File: config.mk
export PLATFORM = sky130hd
export DESIGN_NAME = query_enumerator
export DESIGN_NICKNAME = d
export VERILOG_FILES = /design/src/rtl/query_enumerator_pkg.sv /design/src/rtl/query_enumerator_sol_fifo.sv /design/src/rtl/query_enumerator.sv
export SDC_FILE = /design/constraint.sdc
export NUM_CORES = 1
export LEC_CHECK = 0
export CORE_ASPECT_RATIO = 1.4
export CORE_MARGIN = 2
export CORE_UTILIZATION = 33
export DETAILED_ROUTE_END_ITERATION = 6
export GPL_ROUTABILITY_DRIVEN = 0
export GPL_TIMING_DRIVEN = 0
export PLACE_DENSITY = 0.57
export SLEW_MARGIN = 15
export SYNTH_ARGS = -nofsm -noshare
export SYNTH_HDL_FRONTEND = slang
export SYNTH_SLANG_ARGS = --single-unit
export TNS_END_PERCENT = 20
File: constraint.sdc
create_clock -name clk -period 2.2 [get_ports clk]
set_input_delay 0.33 -clock clk [delete_from_list [all_inputs] [get_ports clk]]
set_output_delay 0.33 -clock clk [all_outputs]
set_load 0.02 [all_outputs]
File: src/rtl/query_enumerator_pkg.sv
// Shared definitions for the query enumerator: atom codes, default sizes and FSM states.
package query_enumerator_pkg;

    localparam int ATOM_BITS_DEF  = 3;
    localparam int NUM_ATOMS_DEF  = 6;
    localparam int FIFO_DEPTH_DEF = 4;

    // Atom codes of the friends/2 program; only codes below NUM_ATOMS are ever swept.
    localparam logic [ATOM_BITS_DEF-1:0] ATOM_ALICE = 3'd0;
    localparam logic [ATOM_BITS_DEF-1:0] ATOM_BOB   = 3'd1;
    localparam logic [ATOM_BITS_DEF-1:0] ATOM_CAROL = 3'd2;
    localparam logic [ATOM_BITS_DEF-1:0] ATOM_DAVE  = 3'd3;
    localparam logic [ATOM_BITS_DEF-1:0] ATOM_LIKES = 3'd4;
    localparam logic [ATOM_BITS_DEF-1:0] ATOM_HATES = 3'd5;

    typedef enum logic [1:0] {
        S_IDLE  = 2'd0,
        S_SCAN  = 2'd1,
        S_DRAIN = 2'd2,
        S_DONE  = 2'd3
    } state_t;

endpackage

File: src/rtl/query_enumerator_sol_fifo.sv
// First-word-fall-through solution FIFO; a push into a full FIFO is accepted when a pop
// happens in the same cycle.
module sol_fifo #(
    parameter int WIDTH = 6,
    parameter int DEPTH = 4
) (
    input  logic             clk,
    input  logic             rst_n,
    input  logic             push,
    input  logic             pop,
    input  logic [WIDTH-1:0] din,
    output logic             full,
    output logic             empty,
    output logic [WIDTH-1:0] dout
);
    localparam int PTR_W = $clog2(DEPTH);
    localparam logic [PTR_W:0] PTR_ONE = (PTR_W+1)'(1);

    logic [WIDTH-1:0] mem_q [DEPTH];
    logic [WIDTH-1:0] mem_d [DEPTH];
    logic [PTR_W:0]   wr_ptr_q, wr_ptr_d;
    logic [PTR_W:0]   rd_ptr_q, rd_ptr_d;
    logic             do_push, do_pop;

    // Extra pointer MSB distinguishes full (MSBs differ) from empty (pointers equal).
    assign empty = (wr_ptr_q == rd_ptr_q);
    assign full  = (wr_ptr_q[PTR_W] != rd_ptr_q[PTR_W]) &&
                   (wr_ptr_q[PTR_W-1:0] == rd_ptr_q[PTR_W-1:0]);
    assign dout  = empty ? '0 : mem_q[rd_ptr_q[PTR_W-1:0]];

    always_comb begin
        do_pop   = pop && !empty;
        do_push  = push && (!full || do_pop);
        wr_ptr_d = wr_ptr_q;
        rd_ptr_d = rd_ptr_q;
        mem_d    = mem_q;
        if (do_push) begin
            mem_d[wr_ptr_q[PTR_W-1:0]] = din;
            wr_ptr_d = wr_ptr_q + PTR_ONE;
        end
        if (do_pop) begin
            rd_ptr_d = rd_ptr_q + PTR_ONE;
        end
    end

    always_ff @(posedge clk or negedge rst_n) begin
        if (!rst_n) begin
            wr_ptr_q <= '0;
            rd_ptr_q <= '0;
        end else begin
            wr_ptr_q <= wr_ptr_d;
            rd_ptr_q <= rd_ptr_d;
        end
    end

    always_ff @(posedge clk) begin
        mem_q <= mem_d;
    end

endmodule

File: src/rtl/query_enumerator.sv
// Sweeps every (P1,P2) atom pair through an external combinational predicate and
// streams the satisfying pairs, in scan order, through a small FIFO with a count.
module query_enumerator
    import query_enumerator_pkg::*;
#(
    parameter  int ATOM_BITS  = ATOM_BITS_DEF,
    parameter  int NUM_ATOMS  = NUM_ATOMS_DEF,
    parameter  int FIFO_DEPTH = FIFO_DEPTH_DEF,
    localparam int COUNT_W    = $clog2(NUM_ATOMS*NUM_ATOMS+1)
) (
    input  logic                 clk,
    input  logic                 rst_n,
    input  logic                 start,
    output logic                 busy,
    output logic                 done,
    output logic [ATOM_BITS-1:0] pred_p1,
    output logic [ATOM_BITS-1:0] pred_p2,
    input  logic                 pred_valid,
    output logic                 sol_valid,
    input  logic                 sol_ready,
    output logic [ATOM_BITS-1:0] sol_p1,
    output logic [ATOM_BITS-1:0] sol_p2,
    output logic [COUNT_W-1:0]   sol_count
);
    localparam logic [ATOM_BITS-1:0] LAST_ATOM = ATOM_BITS'(NUM_ATOMS-1);
    localparam logic [ATOM_BITS-1:0] ATOM_ONE  = ATOM_BITS'(1);
    localparam logic [COUNT_W-1:0]   COUNT_ONE = COUNT_W'(1);

    state_t                 state_q, state_d;
    logic [ATOM_BITS-1:0]   p1_q, p1_d;
    logic [ATOM_BITS-1:0]   p2_q, p2_d;
    logic [COUNT_W-1:0]     count_q, count_d;
    logic                   fifo_push, fifo_pop, fifo_full, fifo_empty, advance;
    logic [2*ATOM_BITS-1:0] fifo_head;

    assign fifo_pop  = sol_ready && !fifo_empty;
    assign sol_valid = !fifo_empty;
    assign sol_p1    = fifo_head[2*ATOM_BITS-1:ATOM_BITS];
    assign sol_p2    = fifo_head[ATOM_BITS-1:0];
    assign pred_p1   = p1_q;
    assign pred_p2   = p2_q;
    assign sol_count = count_q;
    assign busy      = (state_q == S_SCAN) || (state_q == S_DRAIN);
    assign done      = (state_q == S_DONE);

    always_comb begin
        state_d   = state_q;
        p1_d      = p1_q;
        p2_d      = p2_q;
        count_d   = count_q;
        fifo_push = 1'b0;
        advance   = 1'b0;
        case (state_q)
            S_IDLE: begin
                if (start) begin
                    state_d = S_SCAN;
                    p1_d    = '0;
                    p2_d    = '0;
                    count_d = '0;
                end
            end
            S_SCAN: begin
                // A full FIFO still takes the pair when the head leaves in the same cycle.
                fifo_push = pred_valid && (!fifo_full || fifo_pop);
                advance   = !pred_valid || fifo_push;
                if (fifo_push) begin
                    count_d = count_q + COUNT_ONE;
                end
                if (advance) begin
                    if (p2_q == LAST_ATOM) begin
                        p2_d = '0;
                        if (p1_q == LAST_ATOM) begin
                            p1_d    = '0;
                            state_d = S_DRAIN;
                        end else begin
                            p1_d = p1_q + ATOM_ONE;
                        end
                    end else begin
                        p2_d = p2_q + ATOM_ONE;
                    end
                end
            end
            S_DRAIN: begin
                if (fifo_empty) begin
                    state_d = S_DONE;
                end
            end
            S_DONE: begin
                state_d = S_IDLE;
            end
            default: begin
                state_d = S_IDLE;
            end
        endcase
    end

    always_ff @(posedge clk or negedge rst_n) begin
        if (!rst_n) begin
            state_q <= S_IDLE;
            p1_q    <= '0;
            p2_q    <= '0;
            count_q <= '0;
        end else begin
            state_q <= state_d;
            p1_q    <= p1_d;
            p2_q    <= p2_d;
            count_q <= count_d;
        end
    end

    sol_fifo #(
        .WIDTH (2*ATOM_BITS),
        .DEPTH (FIFO_DEPTH)
    ) u_sol_fifo (
        .clk   (clk),
        .rst_n (rst_n),
        .push  (fifo_push),
        .pop   (fifo_pop),
        .din   ({p1_q, p2_q}),
        .full  (fifo_full),
        .empty (fifo_empty),
        .dout  (fifo_head)
    );

endmodule

==> out/metrics.cfg <==
[timing]
tightest_slew_ns=0.955
relSlewSlack=0.361
worst_slack_ns=0.0437
skew_ns=0.00730
finalCritPeriodShare=0.980
hold_ws_ns=0.497
rsz0062_at_grt=true
slew_violations=0
final.min_clock_period_ns=2.16
setup_viol=0
hold_viol_final=0
fmax_ghz=0.464

[outcome]
run_status=completed

[global_route]
grt_max_degree=21
grt_pass1_vias=1330
grt_pass1_wl_um=6510
antenna_found_initial=0
track_usage=0.120
gr-total-overflow=0

[worst_setup_path]
cp-end-kind=output port
path_class=flop to output port
crit_required_ns=1.87
critPathMaxStageDelay_ns=0.55
critPathLaunchType=flop
arrival_ns=1.83
cp_cell_sequence=buf_6 > mux4_1 > and2_1 > dlygate4sd2_1
critPathMaxFanout=8
slowest_stage=mux4_1

[route]
initialDrtViolationCount=57
via_per_inst=4.90
wl_met3_um=121
first_pass_iters=4
wl_per_cell_um=14.3
drc=0
highest_layer=met4
wirelength_um=3980
dr_total_vias=1362
wl_met1_um=1730
wl_met2_um=2040
drtAntennaViolNets=0

[layout]
design_area_sq_um=2690
antennaDiodeCount=0
register_area_sq_um=1220
fin_nets=218
fill_cells=607
layout-drive-gt1-share=0.123
multi_input_area_sq_um=942
areaGrowthSynthToFinish_pct=22.2

[synthesis]
syn-cell-area_sq_um=2200
syn_inst=169
synth_edf_count=24
syn_nets=184
ys.flop_type=edfxtp_1
synth.avg_cell_area_sq_um=13.0
yosys_warnings=0
ys_ff_latch=44
async_flop_share=0.455
ys_types=39
synth_seq_area_share=0.555

[floorplan]
floorplan.initialDensity=0.337
die_w_um=73
die_area_sq_um=7340
dieHeight_um=101
core_sq_um=6530
rows=35
pin_count=26

[cts]
cts_max_path_buffers=2
htreeDepth=2
cts_tree=done
clock_sinks=44
path_clk_slew_ns=0.08
cts_made_buffers=5
clk_latency_ns=0.29
clockRootBuffer=clkbuf_8
cts_hold_buf=0

[pwr]
pwr-share-seq=0.338
combPwrFrac=0.481
switching_power_mw=1.50
leakagePower_nw=1.08
powerDensity_nw_per_um2=1470
ir_worst_vdd_mv=0.990
intPower_mw=2.45
clockPowerShare=0.181
p_sw_frac=0.380

[placement]
hpwlAfterDp_um=2860
port_buffers=25
place_area_sq_um=2540
place_ws_ns=0.0225

[hold_path]
hold_path.class=flop to flop

[flow_run]
drv_cap=0

==> power groups by stage <==
stage	registers, mW	logic, mW	clock network, mW
after floorplan	1.39	1.20	0
after global placement	1.34	1.92	0
after detailed placement	1.35	1.94	0
after CTS	1.33	1.90	0.736
after global routing	1.37	2.09	0.773
final	1.33	1.90	0.713
==> worst max-delay path, delay by kind of cell (launching register included) <==
| kind | cells | cell delay (ns) |
|---|---|---|
| mux | 1 | 0.55 |
| buf+inv | 2 | 0.47 |
| flops | 1 | 0.36 |
| simple gates | 1 | 0.16 |
==> kinds of logic (layout without fill, tap and decap cells) <==
| family | Yosys count | in the layout | synth area share |
|---|---|---|---|
| AND/OR/NAND/NOR | 58 | 58 | 0.139 |
| flip-flops | 44 | 44 | 0.555 |
| AO/OA/AOI/OAI | 24 | 24 | 0.0802 |
| multiplexers | 13 | 13 | 0.105 |
| buffers and inverters | 12 | 47 | 0.0256 |
| adder cells (fa/ha/maj) | 10 | 10 | 0.0569 |
| XOR/XNOR | 8 | 8 | 0.0387 |
==> path summary, 6_finish.rpt <==
check | to | startpoint | cells past startpoint | slack, ns
max | sol_p1[2] | u_sol_fifo.rd_ptr_q[0] | 4 | 0.04
min | u_sol_fifo.rd_ptr_q[2] | u_sol_fifo.rd_ptr_q[2] | 1 | 0.50
max reg2reg | u_sol_fifo.mem_q[5] | u_sol_fifo.rd_ptr_q[0] | 5 | 0.25
min reg2reg | u_sol_fifo.rd_ptr_q[2] | u_sol_fifo.rd_ptr_q[2] | 1 | 0.50
max in group asynchronous | u_sol_fifo.rd_ptr_q[0] | rst_n | 1 | 1.05
min in group asynchronous | state_q[0] | rst_n | 1 | 0.57
==> routing by layer <==
metal,vias to the layer above,GRT usage
met1,645,0.134
met4,0,0.0513
met2,26,0.216
met3,6,0.0250
li1,685,-
met5,-,0
==> flip-flops by register name (all words and copies together), names as in the netlist <==
| name | flops |
|---|---|
| u_sol_fifo.wr_ptr_q | 3 |
| pred_p2 | 3 |
| u_sol_fifo.mem_q | 24 |
| u_sol_fifo.rd_ptr_q | 3 |
| pred_p1 | 3 |
| sol_count | 6 |
| state_q | 2 |
==> final cells by class <==
class                           count  area share
Sequential cell                    44       0.454
Multi-Input combinational cell    113       0.351
Timing Repair Buffer               27      0.0903
Tap cell                           74      0.0345
Clock buffer                        6      0.0270
Clock inverter                      2      0.0223
Inverter                            9      0.0126
Buffer                              3     0.00838
==> cells in the mapped netlist, drive strengths merged (4+ instances only) <==
cell type,instances,area share
o21ai,12,0.027
mux4,6,0.072
nand2,20,0.034
mux2i,5,0.023
xnor2,5,0.027
edfxtp,24,0.33
dfrtp,20,0.23
and2,10,0.028
ha,10,0.057
nor3,4,0.0091
inv,9,0.015
nor2,10,0.020
nand3,4,0.0091
==> through the flow <==
step	instances	power (mW)	utilization	setup TNS (ns)
4_1_cts	276	3.97	0.410	0
5_1_grt	278	4.23	0.412	-0.0434
3_3_place_gp	268	3.26	0.390	0
2_1_floorplan	169	2.59	-	0
6_report	278	3.94	0.412	0
3_5_place_dp	268	3.29	0.390	0
==> layout by cell type, fill, tap and decap left out, drive strengths merged, types with 3 or more instances in the layout <==
| cell type | instances |
|---|---|
| o21ai | 12 |
| nor3 | 4 |
| xnor2 | 5 |
| mux2i | 5 |
| buf | 4 |
| mux4 | 6 |
| nand2 | 20 |
| clkdlybuf4s50 | 18 |
| and2 | 10 |
| nand3 | 4 |
| dfrtp | 20 |
| ha | 10 |
| xor2 | 3 |
| nor2 | 10 |
| inv | 9 |
| edfxtp | 24 |
| clkbuf | 11 |
==> timing repair <==
item	4_1_cts	5_1_grt
resized for setup	10	8
pin swaps	0	1
setup buffers	0	2
endpoints found under the setup margin	7	6
Note: power is estimated with default switching activity, not from simulation.
